`config.mk`:
```
export PLATFORM = sky130hd
export DESIGN_NAME = pipe_hazard_ctrl
export DESIGN_NICKNAME = d
export VERILOG_FILES = /design/src/rtl/pipe_hazard_ctrl.sv
export SDC_FILE = /design/constraint.sdc
export NUM_CORES = 1
export LEC_CHECK = 0
export CORE_ASPECT_RATIO = 1.5
export CORE_MARGIN = 8
export CORE_UTILIZATION = 24
export DETAILED_ROUTE_END_ITERATION = 12
export PLACE_DENSITY = 0.88
export SLEW_MARGIN = 20
export SYNTH_ARGS = -nofsm -noshare
export SYNTH_HDL_FRONTEND = slang
export SYNTH_SLANG_ARGS = --single-unit
```
`constraint.sdc`:
```
create_clock -name clk -period 1.6 [get_ports clk]
set_input_delay 0.16 -clock clk [delete_from_list [all_inputs] [get_ports clk]]
set_output_delay 0.16 -clock clk [all_outputs]
set_load 0.02 [all_outputs]
```
`src/rtl/pipe_hazard_ctrl.sv`:
```
// Pipeline hazard/flush controller: stage enables and clears, PC redirect, syscall halt.
// Define PIPE_HAZARD_PERF_CNT_EN to build the cycle/stall/flush performance counters.
module pipe_hazard_ctrl #(
    parameter int IM_ADDR_W = 10,
    parameter int CNT_W     = 32
) (
    input  logic                 clk,
    input  logic                 rst_n,
    input  logic [4:0]           id_req_a,
    input  logic [4:0]           id_req_b,
    input  logic                 id_use_a,
    input  logic                 id_use_b,
    input  logic                 ex_r_datamem,
    input  logic                 ex_regfile_w_en,
    input  logic [4:0]           ex_req_w,
    input  logic                 ex_skip_load_use,
    input  logic                 ex_is_branch,
    input  logic                 ex_is_jump,
    input  logic [IM_ADDR_W-1:0] ex_pc_guessed,
    input  logic [IM_ADDR_W-1:0] ex_pc_actual,
    input  logic                 ex_halt,
    input  logic                 dm_busy,
    input  logic                 resume,
    output logic                 pc_en,
    output logic                 en_ps1,
    output logic                 en_ps2,
    output logic                 en_ps3,
    output logic                 en_ps4,
    output logic                 clear_ps1,
    output logic                 clear_ps2,
    output logic                 clear_ps3,
    output logic                 clear_ps4,
    output logic                 redirect_valid,
    output logic [IM_ADDR_W-1:0] redirect_pc,
    output logic                 halted,
    output logic [CNT_W-1:0]     cycle_cnt,
    output logic [CNT_W-1:0]     stall_cnt,
    output logic [CNT_W-1:0]     flush_cnt
);

    typedef enum logic [1:0] {S_INIT = 2'd0, S_RUN = 2'd1, S_HALT = 2'd2} state_t;

    typedef struct packed {
        logic                 pc_en;
        logic [4:1]           en;
        logic [4:1]           clr;
        logic                 rv;
        logic [IM_ADDR_W-1:0] rpc;
        logic                 halted;
    } ctrl_t;

    state_t state, state_next;
    ctrl_t  ctrl;
    logic   mispredict, load_use, hit_a, hit_b;

    assign mispredict = (ex_is_branch | ex_is_jump) & (ex_pc_actual != ex_pc_guessed);
    assign hit_a      = id_use_a & (id_req_a == ex_req_w);
    assign hit_b      = id_use_b & (id_req_b == ex_req_w);
    assign load_use   = ex_r_datamem & ex_regfile_w_en & (ex_req_w != 5'd0) &
                        ~ex_skip_load_use & (hit_a | hit_b);

    always_ff @(posedge clk or negedge rst_n) begin
        if (!rst_n) state <= S_INIT;
        else        state <= state_next;
    end

    always_comb begin
        ctrl       = '0;
        state_next = state;
        case (state)
            S_INIT: begin
                ctrl.clr   = 4'b1111;
                state_next = S_RUN;
            end
            S_RUN: begin
                // dm_busy freezes everything; a pending halt or flush is re-seen afterwards
                if (!dm_busy) begin
                    ctrl.pc_en = 1'b1;
                    ctrl.en    = 4'b1111;
                    if (mispredict) begin
                        ctrl.rv     = 1'b1;
                        ctrl.rpc    = ex_pc_actual;
                        ctrl.clr[1] = 1'b1;
                        ctrl.clr[2] = 1'b1;
                    end
                    if (ex_halt) begin
                        // a simultaneous redirect still loads the PC before halting
                        ctrl.pc_en  = mispredict;
                        ctrl.clr[1] = 1'b1;
                        ctrl.clr[2] = 1'b1;
                        state_next  = S_HALT;
                    end else if (!mispredict && load_use) begin
                        ctrl.pc_en  = 1'b0;
                        ctrl.en[1]  = 1'b0;
                        ctrl.clr[2] = 1'b1;
                    end
                end
            end
            S_HALT: begin
                ctrl.halted = 1'b1;
                if (resume) state_next = S_RUN;
            end
            default: begin
                ctrl.clr   = 4'b1111;
                state_next = S_INIT;
            end
        endcase
    end

    assign pc_en          = ctrl.pc_en;
    assign en_ps1         = ctrl.en[1];
    assign en_ps2         = ctrl.en[2];
    assign en_ps3         = ctrl.en[3];
    assign en_ps4         = ctrl.en[4];
    assign clear_ps1      = ctrl.clr[1];
    assign clear_ps2      = ctrl.clr[2];
    assign clear_ps3      = ctrl.clr[3];
    assign clear_ps4      = ctrl.clr[4];
    assign redirect_valid = ctrl.rv;
    assign redirect_pc    = ctrl.rpc;
    assign halted         = ctrl.halted;

`ifdef PIPE_HAZARD_PERF_CNT_EN
    logic run, stall_ev, flush_ev;
    logic [CNT_W-1:0] cyc_q, stall_q, flush_q;

    assign run      = (state == S_RUN);
    assign stall_ev = run & (dm_busy | (~mispredict & ~ex_halt & load_use));
    assign flush_ev = run & ~dm_busy & mispredict;

    // counters stick at all-ones instead of wrapping
    always_ff @(posedge clk or negedge rst_n) begin
        if (!rst_n) begin
            cyc_q   <= '0;
            stall_q <= '0;
            flush_q <= '0;
        end else begin
            if (run && !(&cyc_q))        cyc_q   <= cyc_q + CNT_W'(1);
            if (stall_ev && !(&stall_q)) stall_q <= stall_q + CNT_W'(1);
            if (flush_ev && !(&flush_q)) flush_q <= flush_q + CNT_W'(1);
        end
    end

    assign cycle_cnt = cyc_q;
    assign stall_cnt = stall_q;
    assign flush_cnt = flush_q;
`else
    assign cycle_cnt = '0;
    assign stall_cnt = '0;
    assign flush_cnt = '0;
`endif

endmodule

```
# After elaboration in Yosys (flattened, before gate mapping)
# Index checks and enable logic that the tools add are counted.
# totals
ff_bits	2
inputBits	47
output_inout_bits	117
word_cells	43
# classes
eq_ne	8
n_mux	18
bitwise_logic	10
n_reduce_logical	6
# ops
operator	count
$mux W13	2
$mux W11	1
$eq A5 B5 Y1	2
$mux W5	2
$ne A10 B10 Y1	1
$mux W2	4
$and A1 B1 Y1	7
$mux W1	7
$ne A2 B2 Y1 const B	3
$pmux W2 S3	1
$reduce_bool A5 Y1	1
$pmux W2 S2	1
$reduce_and A3 Y1	1
$eq A2 B1 Y1 const B	1
$eq A2 B2 Y1 const B	1
$logic_not A2 Y1	1
$or A1 B1 Y1	2
$reduce_or A2 Y1	1
$logic_and A1 B1 Y1	1
$logic_not A1 Y1	1
$not A1 Y1	1

# Depth between registers and ports, before layout
# depth
word_depth	9
mapped_depth	8
ltp_nobuf	8

# Worst setup path after synthesis
# No wires, ideal clock.
# synth_path
path_kind	register to output
from	register state[1]
to	output redirect_pc[0]
arrival_ns	1.786
t_required_ns	1.440
slack_ns	-0.346
path_stages_with_launch	9
n_path_buf	1
cell_sequence	dfrtp_1 > inv_1 > ha_1 > nand2_1 > inv_1 > o21ai_0 > a31oi_1 > buf_4 > and2_1
# synth_via
elab_chain_len	2
# synth_lines
element	line_no	rtl
from (decl)	52	state_t state, state_next;
from (signal assigned)	64	else state <= state_next;
$eq A2 B1 Y1	70	case (state)
$mux W11	70	
to (decl)	34	output logic [IM_ADDR_W-1:0] redirect_pc,
# No other way between the ends.

# Worst setup path in the final report
# layout_path
from	register state[1]
to	output clear_ps2
# layout_via
elab_chain_len	2
elab_cells_between_ends	3
classes_between	eq/ne: 2; mux: 1
# layout_lines
element	line_no	rtl
$eq A2 B2 Y1 / $eq A2 B1 Y1 (equally long branches)	70	
$pmux W2 S2 *	70	
to (decl)	30	output logic clear_ps2,
# Every way passes the cells marked *; elsewhere a longest branch is shown, timed or not.

==> impl_metrics.ini <==
[outcome]
status = finished with violations
violations = setup timing

[pwr]
p_switching_uw = 933
peakVddDrop_mv = 0.696
power.internal_uw = 927
swShare = 0.501
power_per_cell_area_nw_per_um2 = 893
pwr-share-seq = 0.050
pwr-share-comb = 0.844
power_mw = 1.86
p_leak_nw = 1.17
power.share.clock = 0.106

[drt]
drc_errors = 0
routed_via_density = 3.49
avgRoutedWirePerCell_um = 13.2
wl_um = 4310
dr.first_iter.drc_count = 1
dr.pass1.iters = 2
drtAntennaViolNets = 0
dr_total_vias = 1142

[global_route]
grt_overflow = 0
antenna_found_initial = 0
grt_pass1_wl_um = 6350
grt_pass1_vias = 1340
gr-usage-all-layers = 0.0949
grt_max_degree = 7

[clock_network]
htree_levels = 1
cts.sinks = 2
clock_latency_ns = 0.21
clockBufferDepth = 2
root_buffer = clkbuf_8
cts_tree = done
clkTransAtPathRegs_ns = 0.03
cts-buffers-inserted = 3

[die]
die_w_um = 75.9
die-area_um2 = 8040
io_pins = 164
rows = 32
die_height_um = 106
core_area_um2 = 5160
start_util = 0.250

[finish]
diodes = 0
fillers = 521
largest_register = state
syn2layout_area_growth_pct = 61.2
stdcell_count = 327
largest_register_ffs = 2
largestRegisters = state: 2 flops
drive_gt1_frac = 0.324
nets = 312
final_util = 0.403

[placed_design]
port_buffers = 67
hpwl_um = 3680
dpl.cell_count = 320
gp_congestion = 0.717
place_ws_ns = -0.981

[timing]
finalCritPeriodShare = 1.12
fmax_ghz = 0.556
fin_worst_skew_ns = 0.000325
fin_ws_ns = -0.197
finalSetupViolations = 15
rsz0062_at_grt = yes
hold_violations = 0
maxSlewViolCount = 0
period_minus_slack_ns = 1.80

[setup_path]
cp.arrival_ns = 1.64
start_kind = register
crit_type = reg -> out
r2r_cells = 7
timing.rr.start = state[0]$_DFFE_PN0P_
cp-endpoint = clear_ps2
crit_start = state[1]$_DFFE_PN0P_
cp.required_ns = 1.44
rrSetupSlack_ns = 0.12
cp_max_fo = 3
endpoint_kind = output pin
r2r_end = state[1]$_DFFE_PN0P_

[logic_synthesis]
synth_area_leaders = buf_4 58%, xnor2_1 6.8%, xor2_1 6.8%, and2_1 4.8%, dfrtp_1 3.9%
yosysMostFrequentCell = buf_4
ys_ff_latch = 2
synth-main-ff-cell = dfrtp_1
synth-edff-count = 0
async_flop_share = 1.00
ys_types = 26
syn-cell-area_um2 = 1290
yosysTopAreaCellShare = 0.581
synth_area_per_cell_um2 = 7.47
yosysTopAreaCell = buf_4
ys_warn_count = 0
yosysSeqAreaShare = 0.0387
syn_inst = 173
synth_common_cells = 100 x buf_4, 10 x and2_1, 10 x xnor2_1, 10 x xor2_1, 6 x nand2_1

[run]
maxCapViolations = 0

[worst_hold_path]
worstHoldPathType = in -> async
==> placed cells by master (no fill, tap or decap), types with 2 or more instances in the layout <==
cell / netlist / routed
nand2_1: 6 / 4
nor2_2: 0 / 2
dlygate4sd2_1: 0 / 6
xor2_1: 10 / 6
buf_4: 100 / 15
and2_4: 0 / 10
dlymetal6s2s_1: 0 / 12
clkdlybuf4s50_1: 0 / 14
clkbuf_8: 0 / 3
conb_1: 1 / 96
xnor2_2: 0 / 5
ha_1: 4 / 3
clkdlybuf4s15_2: 0 / 3
nand4_1: 2 / 2
clkdlybuf4s15_1: 0 / 10
dfrtp_1: 2 / 2
inv_1: 5 / 3
a21o_4: 0 / 2
xor2_2: 0 / 4
buf_6: 0 / 21
xnor2_1: 10 / 5
clkbuf_2: 0 / 7
==> worst min path at each step <==
| stage | from | end | slack (ns) | cells past startpoint |
|---|---|---|---|---|
| floorplan | rst_n | state[0]$_DFFE_PN0P_ | -0.14 | 0 |
| global placement | rst_n | state[0]$_DFFE_PN0P_ | 0.33 | 1 |
| detailed placement | rst_n | state[1]$_DFFE_PN0P_ | 0.33 | 1 |
| CTS | rst_n | state[1]$_DFFE_PN0P_ | 0.11 | 1 |
| global route | rst_n | state[1]$_DFFE_PN0P_ | 0.12 | 1 |
| finish | rst_n | state[1]$_DFFE_PN0P_ | 0.11 | 1 |
==> worst max-delay path, cell delays in order, from the launching register on <==
cell,delay [ns]
dfrtp_1,0.37
inv_2,0.08
ha_4,0.14
nand2_4,0.06
inv_4,0.06
o21ai_4,0.06
a31oi_4,0.21
buf_6,0.15
nor2_4,0.04
o21ai_1,0.08
buf_4,0.16
==> through the flow <==
stage | setup TNS [ns] | hold WS (ns) | instance area (µm²)
after CTS | -3.35 | 0.113 | 1960
after global routing | -3.32 | 0.122 | 2080
after global placement | -14.64 | 0.327 | 1820
after detailed placement | -14.53 | 0.332 | 1820
final | -2.28 | 0.113 | 2080
after floorplan | -1.19 | -0.136 | 1690
==> per-layer routing <==
layer	routed length [µm]	GRT usage	up-vias
met5	0	0	-
met4	97	0.0324	0
met3	547	0.0502	10
met2	2240	0.178	121
met1	1420	0.0839	495
li1	-	-	516
==> layout make-up <==
cell class / instances / area, µm² / area share
Inverter: 5 / 21.3 / 0.0102
Tap cell: 68 / 85.1 / 0.0408
Multi-Input combinational cell: 161 / 1020 / 0.492
Timing Repair Buffer: 88 / 861 / 0.413
Sequential cell: 2 / 50.0 / 0.0240
Clock buffer: 3 / 41.3 / 0.0198
==> logic make-up after synthesis <==
logic type	Yosys count	share of synthesized area
multiplexers	1	0.00774
AO/OA/AOI/OAI	11	0.0581
adder cells (fa/ha/maj)	4	0.0387
buffers and inverters	105	0.595
flip-flops	2	0.0387
other	1	0.00290
XOR/XNOR	20	0.136
AND/OR/NAND/NOR	29	0.123
==> repair_timing <==
action,CTS,global route
setup buffers,0,3
gates resized for setup,143,54
hold buffers,0,0
setup endpoints to repair,21,18
gates cloned,1,0
pin swaps,14,22
hold endpoints to repair,0,0
==> power groups by stage <==
stage	logic [mW]	clock network (mW)	registers, mW
after floorplan	0.997	0	0.0926
after detailed placement	1.44	0	0.0858
after CTS	1.51	0.201	0.0933
after global placement	1.42	0	0.0843
after global routing	1.67	0.203	0.0944
final	1.57	0.197	0.0929
Note: power is estimated with default switching activity, not from simulation.
